### src/rtl/shift_arbiter_pkg.sv
// Shared definitions for the two-requester shift arbiter: FSM encoding and
// requester index width.
package shift_arbiter_pkg;

   localparam int ID_W = 1;

   localparam logic [ID_W-1:0] REQ0_ID = ID_W'(0);
   localparam logic [ID_W-1:0] REQ1_ID = ID_W'(1);

   typedef enum logic [1:0] {
      ST_IDLE  = 2'd0,
      ST_SHIFT = 2'd1,
      ST_DONE  = 2'd2
   } state_t;

endpackage

### src/rtl/barrelsft32.sv
// 32-bit combinational barrel shifter: left (zero fill), right logical or
// right arithmetic, built from five binary-weighted stages.
module barrelsft32 (
   input  logic [31:0] din,
   input  logic [4:0]  shamt,
   input  logic        lr,
   input  logic        al,
   output logic [31:0] dout
);

   logic        fill;
   logic [31:0] src, s0, s1, s2, s3, s4;

   // Left shifts reuse the right-shift stages on a bit-reversed operand.
   always_comb begin
      fill = al & ~lr & din[31];
      for (int i = 0; i < 32; i++) begin
         src[i] = lr ? din[31-i] : din[i];
      end
      s0 = shamt[0] ? {{1{fill}},  src[31:1]}  : src;
      s1 = shamt[1] ? {{2{fill}},  s0[31:2]}   : s0;
      s2 = shamt[2] ? {{4{fill}},  s1[31:4]}   : s1;
      s3 = shamt[3] ? {{8{fill}},  s2[31:8]}   : s2;
      s4 = shamt[4] ? {{16{fill}}, s3[31:16]}  : s3;
      for (int i = 0; i < 32; i++) begin
         dout[i] = lr ? s4[31-i] : s4[i];
      end
   end

endmodule

### src/rtl/shift_arbiter.sv
// Round-robin arbiter between two shift requesters sharing one barrel
// shifter; one operation in flight, result held until the consumer takes it.
//
//   state    | meaning
//   ST_IDLE  | waiting for a request; grant and operand capture happen here
//   ST_SHIFT | shifter runs on captured operands; result registered
//   ST_DONE  | result presented on rsp_*; wait for rsp_ready
module shift_arbiter
   import shift_arbiter_pkg::*;
#(
   parameter int CNT_W = 16
) (
   input  logic             clk,
   input  logic             rst,
   input  logic             req0_valid,
   output logic             req0_ready,
   input  logic [31:0]      req0_din,
   input  logic [4:0]       req0_shamt,
   input  logic             req0_LR,
   input  logic             req0_AL,
   input  logic             req1_valid,
   output logic             req1_ready,
   input  logic [31:0]      req1_din,
   input  logic [4:0]       req1_shamt,
   input  logic             req1_LR,
   input  logic             req1_AL,
   output logic             rsp_valid,
   input  logic             rsp_ready,
   output logic [ID_W-1:0]  rsp_id,
   output logic [31:0]      rsp_data,
   output logic [CNT_W-1:0] op_count
);

   state_t          state, state_nxt;
   logic [ID_W-1:0] last_grant, winner, op_id;
   logic [31:0]     op_din, shift_out;
   logic [4:0]      op_shamt;
   logic            op_lr, op_al, grant_en;

   always_comb begin
      state_nxt  = state;
      req0_ready = 1'b0;
      req1_ready = 1'b0;
      grant_en   = 1'b0;
      if (req0_valid && req1_valid) winner = ~last_grant;
      else if (req1_valid)          winner = REQ1_ID;
      else                          winner = REQ0_ID;
      case (state)
         ST_IDLE: begin
            if (!rst && (req0_valid || req1_valid)) begin
               grant_en   = 1'b1;
               req0_ready = (winner == REQ0_ID);
               req1_ready = (winner == REQ1_ID);
               state_nxt  = ST_SHIFT;
            end
         end
         ST_SHIFT: state_nxt = ST_DONE;
         ST_DONE:  if (rsp_ready) state_nxt = ST_IDLE;
         default:  state_nxt = ST_IDLE;
      endcase
   end

   always_ff @(posedge clk) begin
      if (rst) begin
         state      <= ST_IDLE;
         last_grant <= REQ1_ID;
         op_id      <= '0;
         op_din     <= '0;
         op_shamt   <= '0;
         op_lr      <= 1'b0;
         op_al      <= 1'b0;
         rsp_valid  <= 1'b0;
         rsp_id     <= '0;
         rsp_data   <= '0;
         op_count   <= '0;
      end else begin
         state <= state_nxt;
         if (grant_en) begin
            last_grant <= winner;
            op_id      <= winner;
            op_din     <= (winner == REQ1_ID) ? req1_din   : req0_din;
            op_shamt   <= (winner == REQ1_ID) ? req1_shamt : req0_shamt;
            op_lr      <= (winner == REQ1_ID) ? req1_LR    : req0_LR;
            op_al      <= (winner == REQ1_ID) ? req1_AL    : req0_AL;
         end
         if (state == ST_SHIFT) begin
            rsp_data  <= shift_out;
            rsp_id    <= op_id;
            rsp_valid <= 1'b1;
         end
         if (state == ST_DONE && rsp_ready) begin
            rsp_valid <= 1'b0;
            op_count  <= op_count + CNT_W'(1);
         end
      end
   end

   barrelsft32 u_shift (
      .din   (op_din),
      .shamt (op_shamt),
      .lr    (op_lr),
      .al    (op_al),
      .dout  (shift_out)
   );

endmodule

### config.mk
export PLATFORM = sky130hd
export DESIGN_NAME = shift_arbiter
export DESIGN_NICKNAME = d
export VERILOG_FILES = /design/src/rtl/shift_arbiter_pkg.sv /design/src/rtl/barrelsft32.sv /design/src/rtl/shift_arbiter.sv
export SDC_FILE = /design/constraint.sdc
export NUM_CORES = 1
export LEC_CHECK = 0
export ABC_AREA = 1
export CELL_PAD_IN_SITES_DETAIL_PLACEMENT = 0
export CELL_PAD_IN_SITES_GLOBAL_PLACEMENT = 1
export CORE_ASPECT_RATIO = 0.75
export CORE_MARGIN = 2
export CORE_UTILIZATION = 30
export CTS_CLUSTER_DIAMETER = 50
export DETAILED_ROUTE_END_ITERATION = 12
export GPL_TIMING_DRIVEN = 0
export PLACE_DENSITY_LB_ADDON = 0.1
export SETUP_SLACK_MARGIN = 0.3
export SYNTH_ARGS = -nofsm -noshare
export SYNTH_HDL_FRONTEND = slang
export SYNTH_SLANG_ARGS = --single-unit
### constraint.sdc
create_clock -name clk -period 3.7 [get_ports clk]
set_clock_uncertainty 0.15 [all_clocks]
set_input_delay 0.925 -clock clk [delete_from_list [all_inputs] [get_ports clk]]
set_output_delay 0.925 -clock clk [all_outputs]
set_load 0.01 [all_outputs]
==> metrics <==
Worst R2R Path Depth 11; GP Congestion 0.912; most common cell in the netlist nand2_1; dpl hpwl around 19 mm; clk_lat worst skew 0.36 ns; number of flops mapped to enable cells by yosys 0; Synth area leaders dfxtp_1 (30%), nand3_1 (26%), nand2_1 (21%), a31oi_1 (4.0%), a21oi_1 (3.8%); register area share after synthesis 30.5%; mean post-synth cell area 6.10 um^2; pwr/cell area 375 mW/mm^2; Die H around 130 um; Final Hold Viols 0; Final Power between 3 and 4 mW; drt total wl approximately 23 mm; Clock Power Share slightly above 30%; slew margin rel. between 50% and 60%; Seq pwr share 36.4%; Post-Synthesis Cells 1,000; initial antenna violation count 0; worst r2r dst rsp_data[30]; Synth Cell Area between 0.006 and 0.007 mm^2; first-pass GRT wire length ~38 mm; total grt overflow 0; Via Count 7,279; Total Routing Usage GR 22.2%; arrival time worst endpoint about 2.3 ns; Min-Delay Endpoint rsp_data[20]; Root Buffer clkbuf_16; I/O pin count 135; critical path class in2out; drt drc 0; Primary FF master, synth dfxtp_1; final setup fails 0; Mapped Nets 1,084; Synth cell types 30; P&R area growth vs syn 33.2%; switching power 1.13 mW; CTS Buf Count 9; largest net degree at the start of global routing 20; Row Count 45; hold_ws 0.315 ns; fmax 0.301 GHz; clk buf depth 2; reg2reg start op_shamt[0]; dpl cells 1,391; P_leak around 3.2 nW; WL/cell ~17 um; Layout Cells excl Fill 1,415; max cap viols 0; Seq cells post-synth 93; r2r setup slk between 1 and 1.5 ns; CP Capture Type output pin; nets ~1,200; RSZ-0062 raised after global routing false; asr flop ratio synth 0%; Die Area 0.0215 mm^2; WHS Path Cells 2; via/cell ratio 5.14; fin crit period between 3 and 4 ns; Clock Pin Slew Worst Setup and Hold Paths 0.07 ns; worst vdd ir 0.000186 V; Critical Path RT 2.62 ns; Max H-tree Level 3; post-synth top area cell dfxtp_1; post-synth top area share 30.5%; n_diodes 0; CP Launch Type primary input; Final Max Slew Viols 0; Initial DRC Count approximately 610; share of cells above drive strength 1 8.56%; core area 0.0201 mm^2; DR pass1 iterations 5; logic gate share of total power approximately a third; cts hold-fix bufs 0; Yosys warning count 0; Initial Util a little under a third; CTS tree built; sw frac between 30% and 40%; worst hold path type reg2reg; die width approximately 170 um; outcome finished clean; vias in the first global route 6,971; # fillers 2,196; Pint 1.92 mW; Sink Count 93; Worst Tran Pin Value 0.625 ns; port buffer count 133; worst-path maximum fanout 7; hold_sp rsp_data[20]; top cells by count, synth nand2_1 (342), nand3_1 (320), dfxtp_1 (93); Post-DRT Antenna Nets 0; fin crit share 89.8%
cells by family after synthesis:
family          count (synthesis)  synth area share [%]
compound gates                 99                  9.08
xor+xnor                        1                 0.143
fa+ha+maj                       1                 0.205
buf+inv                       103                  7.91
flops                          93                  30.5
simple gates                  703                  52.2
worst max path at each step:
| stage | start | to | slack [ns] | cells past startpoint |
|---|---|---|---|---|
| floorplan | rst | req1_ready | 0.88 | 7 |
| global placement | req1_valid | req1_ready | -0.20 | 7 |
| detailed placement | req1_valid | req1_ready | -0.21 | 7 |
| CTS | req1_valid | req1_ready | 0.18 | 8 |
| global route | req1_valid | req1_ready | 0.30 | 8 |
| finish | req1_valid | req1_ready | 0.38 | 8 |
stage by stage:
| step | TNS [ns] | worst slack, ns | instance area (um^2) | utilization (%) |
|---|---|---|---|---|
| final | 0 | 0.376 | 8130 | 40.5 |
| after global routing | 0 | 0.305 | 8130 | 40.5 |
| after CTS | 0 | 0.176 | 8090 | 40.3 |
| after detailed placement | -0.371 | -0.209 | 7760 | 38.6 |
| after global placement | -0.373 | -0.202 | 7760 | 38.6 |
| after floorplan | 0 | 0.884 | 6100 | - |
routing by layer:
metal | vias up | global-route usage, % | wire (um) | part of all wire (%)
li1 | 3711 | - | - | -
met3 | 20 | 3.72 | 1430 | 6.1
met1 | 3325 | 34.6 | 12600 | 54
met5 | - | 0 | 0 | 0
met4 | 0 | 5.12 | 278 | 1.2
met2 | 223 | 31.3 | 9080 | 39
layout make-up:
cell class / count / area [um^2] / share of cell area [%]
buffer: 77 / 398 / 4.89
clock buffer: 9 / 225 / 2.77
clock inverter: 7 / 76.3 / 0.938
inverter: 26 / 97.6 / 1.20
multi-input combinational: 804 / 3770 / 46.4
sequential: 93 / 1860 / 22.9
tap: 258 / 323 / 3.97
timing repair buffer: 141 / 1380 / 17.0
what timing repair did:
| action | in CTS | in global routing |
|---|---|---|
| endpoints found under the setup margin | 2 | 2 |
| gates resized for setup | 9 | 5 |
| hold endpoints to repair | 0 | 0 |
| pin swaps | 1 | 2 |
| buffers inserted | 2 | 6 |
cells in the final DEF (no fill, tap or decap), types with 3 or more instances in the layout:
cell type        count
a31oi_1             39
nand2_2              5
clkbuf_16            9
buf_4               11
buf_1                8
nand3_1            320
buf_6                6
clkinv_4             3
inv_8                3
o21a_1               3
nand2_1            341
inv_1               19
dfxtp_1             93
nand3_2              9
o21ai_0              8
buf_2               29
inv_2                7
a21oi_1             46
clkdlybuf4s50_1    131
clkbuf_1            30
nor2_2               5
nor2_4               4
nor2_1              11
state kept, by name (all words and copies together), names as in the netlist, 2 cells and up:
signal	cells
state	2
rsp_data	32
op_din	32
op_shamt	5
op_count	16
power groups by stage:
stage | Combinational (mW) | Sequential (mW) | Clock [mW]
after floorplan | 0.578 | 1.14 | 0
after global placement | 0.969 | 1.13 | 0
after detailed placement | 0.965 | 1.13 | 0
after CTS | 0.975 | 1.11 | 0.979
after global routing | 1.10 | 1.12 | 1.02
final | 0.989 | 1.11 | 0.953
worst max-delay path: stages:
cell and delay [ns]:
clkdlybuf4s50_1 0.49, o21ai_1 0.09, nor2_2 0.14, buf_4 0.15
inv_2 0.08, nor2_4 0.13, buf_6 0.12, clkbuf_2 0.12
Note: power is estimated with default switching activity, not from simulation.
